`config.mk`:
```
export PLATFORM = sky130hd
export DESIGN_NAME = lcv_mul_acc_arb
export DESIGN_NICKNAME = d
export VERILOG_FILES = /design/src/rtl/lcv_mul_acc_pkg.sv /design/src/rtl/lcv_mul_acc_mac.sv /design/src/rtl/lcv_rr_arb.sv /design/src/rtl/lcv_mul_acc_arb.sv
export SDC_FILE = /design/constraint.sdc
export NUM_CORES = 1
export LEC_CHECK = 0
export CORE_MARGIN = 5
export CORE_UTILIZATION = 45
export CTS_CLUSTER_DIAMETER = 150
export CTS_CLUSTER_SIZE = 24
export DETAILED_ROUTE_END_ITERATION = 10
export PLACE_DENSITY_LB_ADDON = 0.08
export RECOVER_POWER = 100
export SLEW_MARGIN = 20
export SYNTH_ARGS = -nofsm -noshare
export SYNTH_HDL_FRONTEND = slang
export SYNTH_SLANG_ARGS = --single-unit
export TNS_END_PERCENT = 50
```
`constraint.sdc`:
```
create_clock -name i_clk -period 16 [get_ports i_clk]
set_input_delay 2.4 -clock i_clk [delete_from_list [all_inputs] [get_ports i_clk]]
set_output_delay 2.4 -clock i_clk [all_outputs]
set_load 0.02 [all_outputs]
```
`src/rtl/lcv_mul_acc_pkg.sv`:
```
// Shared types and widths for the round-robin shared multiply-accumulate block.
package lcv_mul_acc_pkg;

  localparam int MAC_OPND_W   = 16;
  localparam int MAC_SUM_W    = 33;
  localparam int RSP_ID_MAX_W = 8;

  typedef struct packed {
    logic [MAC_OPND_W-1:0] a;
    logic [MAC_OPND_W-1:0] b;
    logic [MAC_SUM_W-1:0]  c;
    logic [MAC_SUM_W-1:0]  d;
    logic [MAC_SUM_W-1:0]  e;
  } mac_op_t;

  // Id field sized for the largest supported requester count; users take the low bits.
  typedef struct packed {
    logic [RSP_ID_MAX_W-1:0] id;
    logic [MAC_SUM_W-1:0]    data;
  } mac_rsp_t;

endpackage

```
`src/rtl/lcv_mul_acc_mac.sv`:
```
// Registered signed MAC datapath: r_outp = a*b + c + d + e, wrapped to 33 bits, one cycle delay.
module lcv_mul_acc_mac
  import lcv_mul_acc_pkg::*;
(
  input  logic                 i_clk,
  input  mac_op_t              i_op,
  output logic [MAC_SUM_W-1:0] o_outp
);

  logic signed [2*MAC_OPND_W-1:0] w_prod;
  logic [MAC_SUM_W-1:0]           r_outp;

  assign w_prod = $signed(i_op.a) * $signed(i_op.b);

  // Datapath register carries no reset; the wrapper masks it with its own valid.
  always_ff @(posedge i_clk) begin
    r_outp <= {w_prod[2*MAC_OPND_W-1], w_prod} + i_op.c + i_op.d + i_op.e;
  end

  assign o_outp = r_outp;

endmodule

```
`src/rtl/lcv_rr_arb.sv`:
```
// Round-robin arbiter: searches the request vector from i_ptr upward, wrapping,
// and returns a one-hot grant plus the winner index.
module lcv_rr_arb #(
  parameter  int NUM_REQ = 4,
  localparam int ID_W    = $clog2(NUM_REQ)
) (
  input  logic [NUM_REQ-1:0] i_req,
  input  logic [ID_W-1:0]    i_ptr,
  output logic [NUM_REQ-1:0] o_grant,
  output logic [ID_W-1:0]    o_winner,
  output logic               o_any
);

  function automatic logic [ID_W-1:0] f_wrap(input logic [ID_W-1:0] p, input int k);
    int s;
    s = int'(p) + k;
    if (s >= NUM_REQ) s = s - NUM_REQ;
    return ID_W'(s);
  endfunction

  logic [ID_W-1:0] w_idx;

  always_comb begin
    o_grant  = '0;
    o_winner = '0;
    o_any    = 1'b0;
    w_idx    = '0;
    for (int k = 0; k < NUM_REQ; k++) begin
      w_idx = f_wrap(i_ptr, k);
      if (!o_any && i_req[w_idx]) begin
        o_any          = 1'b1;
        o_grant[w_idx] = 1'b1;
        o_winner       = w_idx;
      end
    end
  end

endmodule

```
`src/rtl/lcv_mul_acc_arb.sv`:
```
// Round-robin front end sharing one MAC between NUM_REQ requesters, latency 2, in order.
// Optional result chaining (per-requester accumulator as c) under LCV_MUL_ACC_ARB_CHAIN_EN.
module lcv_mul_acc_arb
  import lcv_mul_acc_pkg::*;
#(
  parameter  int NUM_REQ = 4,
  localparam int ID_W    = $clog2(NUM_REQ)
) (
  input  logic                           i_clk,
  input  logic                           i_rst,
  input  logic [NUM_REQ-1:0]             i_req_valid,
  output logic [NUM_REQ-1:0]             o_req_ready,
  input  logic [NUM_REQ*MAC_OPND_W-1:0]  i_req_a,
  input  logic [NUM_REQ*MAC_OPND_W-1:0]  i_req_b,
  input  logic [NUM_REQ*MAC_SUM_W-1:0]   i_req_c,
  input  logic [NUM_REQ*MAC_SUM_W-1:0]   i_req_d,
  input  logic [NUM_REQ*MAC_SUM_W-1:0]   i_req_e,
  input  logic [NUM_REQ-1:0]             i_req_chain,
  output logic                           o_rsp_valid,
  output logic [ID_W-1:0]                o_rsp_id,
  output logic [MAC_SUM_W-1:0]           o_rsp_data
);

  logic [ID_W-1:0]      r_rr_ptr;
  logic [ID_W-1:0]      w_win;
  logic [ID_W-1:0]      w_next_ptr;
  logic [NUM_REQ-1:0]   w_elig;
  logic [NUM_REQ-1:0]   w_grant;
  logic                 w_any;
  logic                 w_accept;
  mac_op_t              w_op;
  mac_op_t              w_mac_in;
  mac_op_t              r_iss_op;
  logic                 r_iss_valid;
  logic [ID_W-1:0]      r_iss_id;
  logic                 r_rsp_valid;
  logic [ID_W-1:0]      r_rsp_id;
  logic [MAC_SUM_W-1:0] w_mac_out;

`ifdef LCV_MUL_ACC_ARB_CHAIN_EN
  logic [NUM_REQ-1:0]   r_inflight;
  logic                 r_iss_chain;
  logic [MAC_SUM_W-1:0] r_acc [NUM_REQ];

  // A chaining requester must wait for its previous result to land in r_acc.
  assign w_elig = i_req_valid & ~(i_req_chain & r_inflight);
`else
  logic w_unused_chain;
  assign w_unused_chain = ^i_req_chain;
  assign w_elig         = i_req_valid;
`endif

  lcv_rr_arb #(.NUM_REQ(NUM_REQ)) u_arb (
    .i_req    (w_elig),
    .i_ptr    (r_rr_ptr),
    .o_grant  (w_grant),
    .o_winner (w_win),
    .o_any    (w_any)
  );

  assign o_req_ready = i_rst ? '0 : w_grant;
  assign w_accept    = w_any & ~i_rst;
  assign w_next_ptr  = (w_win == ID_W'(NUM_REQ - 1)) ? '0 : w_win + 1'b1;

  always_comb begin
    w_op.a = i_req_a[MAC_OPND_W*w_win +: MAC_OPND_W];
    w_op.b = i_req_b[MAC_OPND_W*w_win +: MAC_OPND_W];
    w_op.c = i_req_c[MAC_SUM_W*w_win +: MAC_SUM_W];
    w_op.d = i_req_d[MAC_SUM_W*w_win +: MAC_SUM_W];
    w_op.e = i_req_e[MAC_SUM_W*w_win +: MAC_SUM_W];
  end

  always_comb begin
    w_mac_in = r_iss_op;
`ifdef LCV_MUL_ACC_ARB_CHAIN_EN
    if (r_iss_chain) w_mac_in.c = r_acc[r_iss_id];
`endif
  end

  always_ff @(posedge i_clk) begin
    if (i_rst) begin
      r_rr_ptr    <= '0;
      r_iss_valid <= 1'b0;
      r_iss_id    <= '0;
      r_rsp_valid <= 1'b0;
      r_rsp_id    <= '0;
    end else begin
      r_iss_valid <= w_accept;
      r_rsp_valid <= r_iss_valid;
      r_rsp_id    <= r_iss_id;
      if (w_accept) begin
        r_iss_id <= w_win;
        r_rr_ptr <= w_next_ptr;
      end
    end
  end

  always_ff @(posedge i_clk) begin
    if (w_accept) r_iss_op <= w_op;
  end

`ifdef LCV_MUL_ACC_ARB_CHAIN_EN
  always_ff @(posedge i_clk) begin
    if (i_rst) begin
      r_inflight  <= '0;
      r_iss_chain <= 1'b0;
      for (int i = 0; i < NUM_REQ; i++) r_acc[i] <= '0;
    end else begin
      if (w_accept) r_iss_chain <= i_req_chain[w_win];
      for (int i = 0; i < NUM_REQ; i++) begin
        if (r_rsp_valid && r_rsp_id == ID_W'(i)) r_acc[i] <= w_mac_out;
        // A new accept for the same requester overrides the completing op's clear.
        if (w_accept && w_grant[i])
          r_inflight[i] <= 1'b1;
        else if (r_rsp_valid && r_rsp_id == ID_W'(i))
          r_inflight[i] <= 1'b0;
      end
    end
  end
`endif

  lcv_mul_acc_mac u_mac (
    .i_clk  (i_clk),
    .i_op   (w_mac_in),
    .o_outp (w_mac_out)
  );

  assign o_rsp_valid = r_rsp_valid;
  assign o_rsp_id    = r_rsp_id;
  assign o_rsp_data  = r_rsp_valid ? w_mac_out : '0;

endmodule

```
* Word level (Yosys, flattened, before mapping)
Cells that the tools add are included.
Storage, ports and cells: register bits after elaboration 172, bits in latches 0, memory bits (writable) 0, bits in read-only memories 0, input bits 534, output and inout port bits 40, logic and storage cells 92, memories 0
Operators by class: add/sub/neg operators 11, $mul 2, div/mod/pow operators 0, $lt $le $gt $ge 12, equality and inequality tests 1, shifts and indexed selects 5, multiplexer cells 35, bitwise operators 5, reduce and logical (&&, ||, !) cells 10
Operators by type and width (number):
- 132-bit by 9-bit variable part select with 33-bit output | 3
- 64-bit by 7-bit variable part select with 16-bit output | 2
- 33-bit adder | 3
- 33-bit two-way mux | 1
- 16-bit by 16-bit multiplier with 32-bit output | 1
- 4-bit two-way mux | 5
- 2-bit two-way mux | 9
- 2-bit by 3-bit less-than comparator with 1-bit output (second input constant) | 4
- 1-bit two-way mux | 12
- 4-bit OR | 3
- 3-bit >= comparator (second input constant) | 3
- 1-bit binary-select mux with 2-bit select | 4
- 1-bit demux with 2-bit select | 4
- 2-bit by 1-bit >= comparator with 1-bit output (second input constant) | 4
- 6-bit by 2-bit multiplier with 8-bit output (first input constant) | 1
- 2-bit by 1-bit subtractor with 2-bit output (second input constant) | 4
- 1-bit logical AND | 7
- 2-bit by 2-bit adder with 3-bit output (second input constant) | 2
- 2-bit by 1-bit adder with 3-bit output (second input constant) | 1
- 2-bit by 3-bit >= comparator with 1-bit output (second input constant) | 1
- 1-bit zero test | 3
- 2-bit by 1-bit adder with 2-bit output (second input constant) | 1
- 2-bit == test (second input constant) | 1
- 1-bit bitwise AND | 1
- 1-bit inverter | 1

* Longest topological paths before layout
depth in word-level cells 16, gate-level depth with buffers 35

* Cells and area by module
A second synthesis with hierarchy kept.
Second synthesis, totals: cells, all modules 1876, area total of the unflattened synthesis 21754.6 sq um
Modules (own cells, without submodules):
- lcv_mul_acc_mac | instances 1, cells each 1474, area each 13708.1 sq um, seq. area each 660.6 sq um
- lcv_mul_acc_arb | instances 1, cells each 357, area each 7624.8 sq um, seq. area each 4093.9 sq um
- lcv_rr_arb | instances 1, cells each 45, area each 421.7 sq um, seq. area each 0.0 sq um

* Least setup slack after synthesis
Ideal clock, no wire load.
path kind in2reg, start point input port i_req_valid[1], end point register r_iss_id[0], arrival 10.206 ns, data required time 15.908 ns, slack 5.702 ns, stages on the path 4, buffers on the path 1, path through clkbuf_1 nor2_1 a21oi_1 mux2_2
On the way: word-level cells in the longest chain between the ends 13, elaborated cells between the ends (all ways) 23, classes of those cells 16 x mux; 1 x bitwise; 6 x reduce/logical
Ends and longest elaborated chain:
- from (decl) | RTL line lcv_mul_acc_arb.sv:11 | input logic [NUM_REQ-1:0] i_req_valid,
- 1-bit binary-select mux with 2-bit select | RTL line lcv_rr_arb.sv:30 | if (!o_any && i_req[w_idx]) begin
- 1-bit two-way mux (implied by the code) | RTL line lcv_rr_arb.sv:30
- 1-bit two-way mux | RTL line lcv_rr_arb.sv:30
- 1-bit zero test | RTL line lcv_rr_arb.sv:30
- 1-bit logical AND | RTL line lcv_rr_arb.sv:30
- 1-bit two-way mux | RTL line lcv_rr_arb.sv:30
- 1-bit zero test | RTL line lcv_rr_arb.sv:30
- 1-bit logical AND | RTL line lcv_rr_arb.sv:30
- 1-bit two-way mux | RTL line lcv_rr_arb.sv:30
- 1-bit zero test | RTL line lcv_rr_arb.sv:30
- 1-bit logical AND | RTL line lcv_rr_arb.sv:30
- 1-bit two-way mux (*) | RTL line lcv_rr_arb.sv:30
- 1-bit bitwise AND (*) | RTL line lcv_mul_acc_arb.sv:62 | assign w_accept = w_any & ~i_rst;
- net w_accept | RTL line lcv_mul_acc_arb.sv:30 | logic w_accept;
- to (signal assigned) | RTL line lcv_mul_acc_arb.sv:92 | r_iss_id <= w_win;
- to (decl) | RTL line lcv_mul_acc_arb.sv:35 | logic [ID_W-1:0] r_iss_id;
Mark *: on every way through the listed nets, which the timed path passes. The rest lies on a longest branch. The select of a mux whose other input is x is not followed. A chain may end at the register's enable or synchronous reset.

* Worst setup path after layout
start point register r_iss_op[125] in the netlist's numbering, end point register u_mac.r_outp[31], in the netlist u_mac.o_outp[31]
On the way: word-level cells in the longest chain between the ends 4
Ends and longest elaborated chain:
- from (decl) | RTL line lcv_mul_acc_arb.sv:33 | mac_op_t r_iss_op;
- from (signal assigned) | RTL line lcv_mul_acc_arb.sv:99 | if (w_accept) r_iss_op <= w_op;
- 16-bit by 16-bit multiplier with 32-bit output | RTL line lcv_mul_acc_mac.sv:13 | assign w_prod = $signed(i_op.a) * $signed(i_op.b);
- 33-bit adder (3 in series) | RTL line lcv_mul_acc_mac.sv:17 | r_outp <= {w_prod[2*MAC_OPND_W-1], w_prod} + i_op.c + i_op.d + i_op.e;
- to (signal assigned) | RTL line lcv_mul_acc_mac.sv:17
- to (decl) | RTL line lcv_mul_acc_mac.sv:11 | logic [MAC_SUM_W-1:0] r_outp;
No other way between the ends.

==> run metrics <==
vias in the first global route 20000; slowest CP cell edfxtp_1; synth unique cells 67; share of post-route cells with drive strength above 1 0.0185; synthesized instance count between 2000 and 2500; starting density of the core 0.454; die width between 200 and 250 um; Yosys warning total 0; Synth area leaders fa_1 (29%), edfxtp_1 (17%), and2_1 (8.1%), nand2_1 (6.9%), ha_1 (6.7%); I/O Buffers roughly 570; GRT Total Usage 0.278; TritonCTS clock tree built; Worst Path Required 16.32 ns; Via-to-Cell Ratio 5.26; CTS resizes 0; Fin Setup TNS 0 ns; worst skew pair latency around 0.46 ns; ys flop type edfxtp_1; clk sinks 172; detailed-route via count 19200; Rows 82; cts hold-fix bufs 0; clock slew at reported path FFs 0.07 ns; crit path DAT 9.50 ns; Die Area 55100 um^2; final wirelength 77200 um; synthesized cell area ~23000 um^2; Slew Limit Fails 299; cell mode on critical path fa_1; clock skew 0.0220 ns; Hold Crit Class flip-flop to flip-flop; share of the synthesized area in the top cell type 0.287; outcome complete, but fails checks; Yosys reg bits 172; cts bufs inserted 17; Top Ports 574; initial detailed-routing violation count around 1300; nets slightly below 4000; Max stage delay on crit path just over 0.8 ns; Critical Path Source Type flip-flop; Setup Crit Path Kind flip-flop to flip-flop; CTS H-tree lvls 4; Post-Syn Nets 3478; final cycle utilization of the critical path 0.573; WL/cell 21.1 um; DRT Pass-1 Iters 7; failing checks max-capacitance violations, max-slew violations; global route overflow 0; drt drc 0; EDFF count, synth 131; sequential area share after synthesis 0.209; Worst-Margin Slew 3.77 ns; Routed Antenna Nets 0; Max Clk Rate 109 MHz; core footprint 50100 um^2; setup bufs post-CTS 0; crit path time final about 9 ns; Worst Setup End Kind flip-flop; root buf cell clkbuf_16; Final setup viols 0; Longest Clk Path Bufs 2; most frequent cells in the layout clkdlybuf4s50_1 (536), nand2_1 (415), inv_1 (393); max-cap viol count 5; first-pass GRT wire length between 100000 and 150000 um; die height between 200 and 250 um; Placer Congestion approximately 0.93; most common cell after layout, fill and taps aside clkdlybuf4s50_1; RSZ-0062 raised after global routing false; Hold Fails Final Rpt 0; R2R depth 30; Area Overhead vs Synth 28.8%; max_slew headroom -1.51; Async SR Flop Fraction 0; Max FO, Critical Path 16; Avg Cell Area, Syn between 9 and 10 um^2; initial antenna violation count 21; dpl hpwl 65600 um; worst hold stages 1; largest net degree at the start of global routing 214; area leader, netlist fa_1
metal layers:
metal / global-route usage / share of wire / vias up / routed length, um
met4: 0.0894 / 0.028 / 4 / 2160
met2: 0.461 / 0.49 / 679 / 37600
met1: 0.357 / 0.41 / 9386 / 31400
met5: 0 / 0.00027 / - / 21
li1: - / - / 9069 / -
met3: 0.0747 / 0.078 / 102 / 6050
worst max-delay path: cells and delay by family (launching register included):
kind,cells,cell delay (ns)
multiplexers,1,0.24
buffers and inverters,3,0.17
flip-flops,1,0.82
AO/OA/AOI/OAI,11,2.51
adder cells (fa/ha/maj),9,4.25
AND/OR/NAND/NOR,5,0.86
XOR/XNOR,1,0.20
registers in the layout, summed over array words and instances (netlist names), named ones only:
signal / count
u_mac.o_outp: 33
r_iss_op: 131
r_iss_id: 2
o_rsp_valid: 1
o_rsp_id: 2
r_iss_valid: 1
r_rr_ptr: 1
path summary, 6_finish.rpt:
path,start,to,slack (ns)
worst min register to register,r_iss_valid,o_rsp_valid,0.45
worst min-delay path,r_iss_valid,o_rsp_valid,0.45
worst max-delay path,r_iss_op[125],u_mac.o_outp[31],6.82
worst max register to register,r_iss_op[125],u_mac.o_outp[31],6.82
cells in the mapped netlist (all sizes together) (5+ instances only):
cell type / n
a211oi: 138
a21o: 21
a21oi: 55
a221oi: 5
a22oi: 5
a31oi: 137
and2: 294
and3: 6
buf: 63
clkbuf: 68
dfxtp: 41
edfxtp: 131
fa: 326
ha: 122
inv: 394
nand2: 415
nand2b: 11
nand3: 17
nor2: 49
nor2b: 11
nor3: 11
o211ai: 5
o21a: 7
o21ai: 33
o21bai: 9
o311ai: 5
or3: 6
xnor2: 41
xor2: 25
cell families (layout without fill, tap and decap cells):
group                      count (synthesis)  in the layout  share of synthesized area
DFF                                      172            172                      0.209
other                                      0             13                          0
buffers and inverters                    526           1005                     0.0943
adders and majority gates                448            448                      0.354
xor gates and xnor gates                  67             67                     0.0264
and+or+nand+nor                          831            831                      0.177
muxes                                      5              5                    0.00237
AOI/OAI and AO/OA                        447            447                      0.137
cell type report:
cell class | count | area [um^2]
sequential | 172 | 4750
fill | 4586 | 20800
clock buffer | 19 | 433
inverter | 395 | 1480
clock inverter | 13 | 148
antenna | 13 | 32.5
tap | 672 | 841
multi-input combinational | 1798 | 15800
timing repair buffer | 578 | 5780
per-stage QoR:
stage | setup slack [ns] | cells | hold WS, ns | utilization | area [um^2]
after floorplan | 5.70 | 2496 | 0.414 | - | 22700
after global placement | 7.10 | 3615 | 0.430 | 0.574 | 28800
after detailed placement | 7.03 | 3615 | 0.432 | 0.574 | 28800
after CTS | 6.95 | 3647 | 0.449 | 0.586 | 29300
after global routing | 6.21 | 3658 | 0.472 | 0.585 | 29300
final | 6.82 | 3660 | 0.447 | 0.585 | 29300
Power is left out: the tool's default activity adds up to more than one toggle a clock period on the data nets, which glitch-free logic cannot reach.
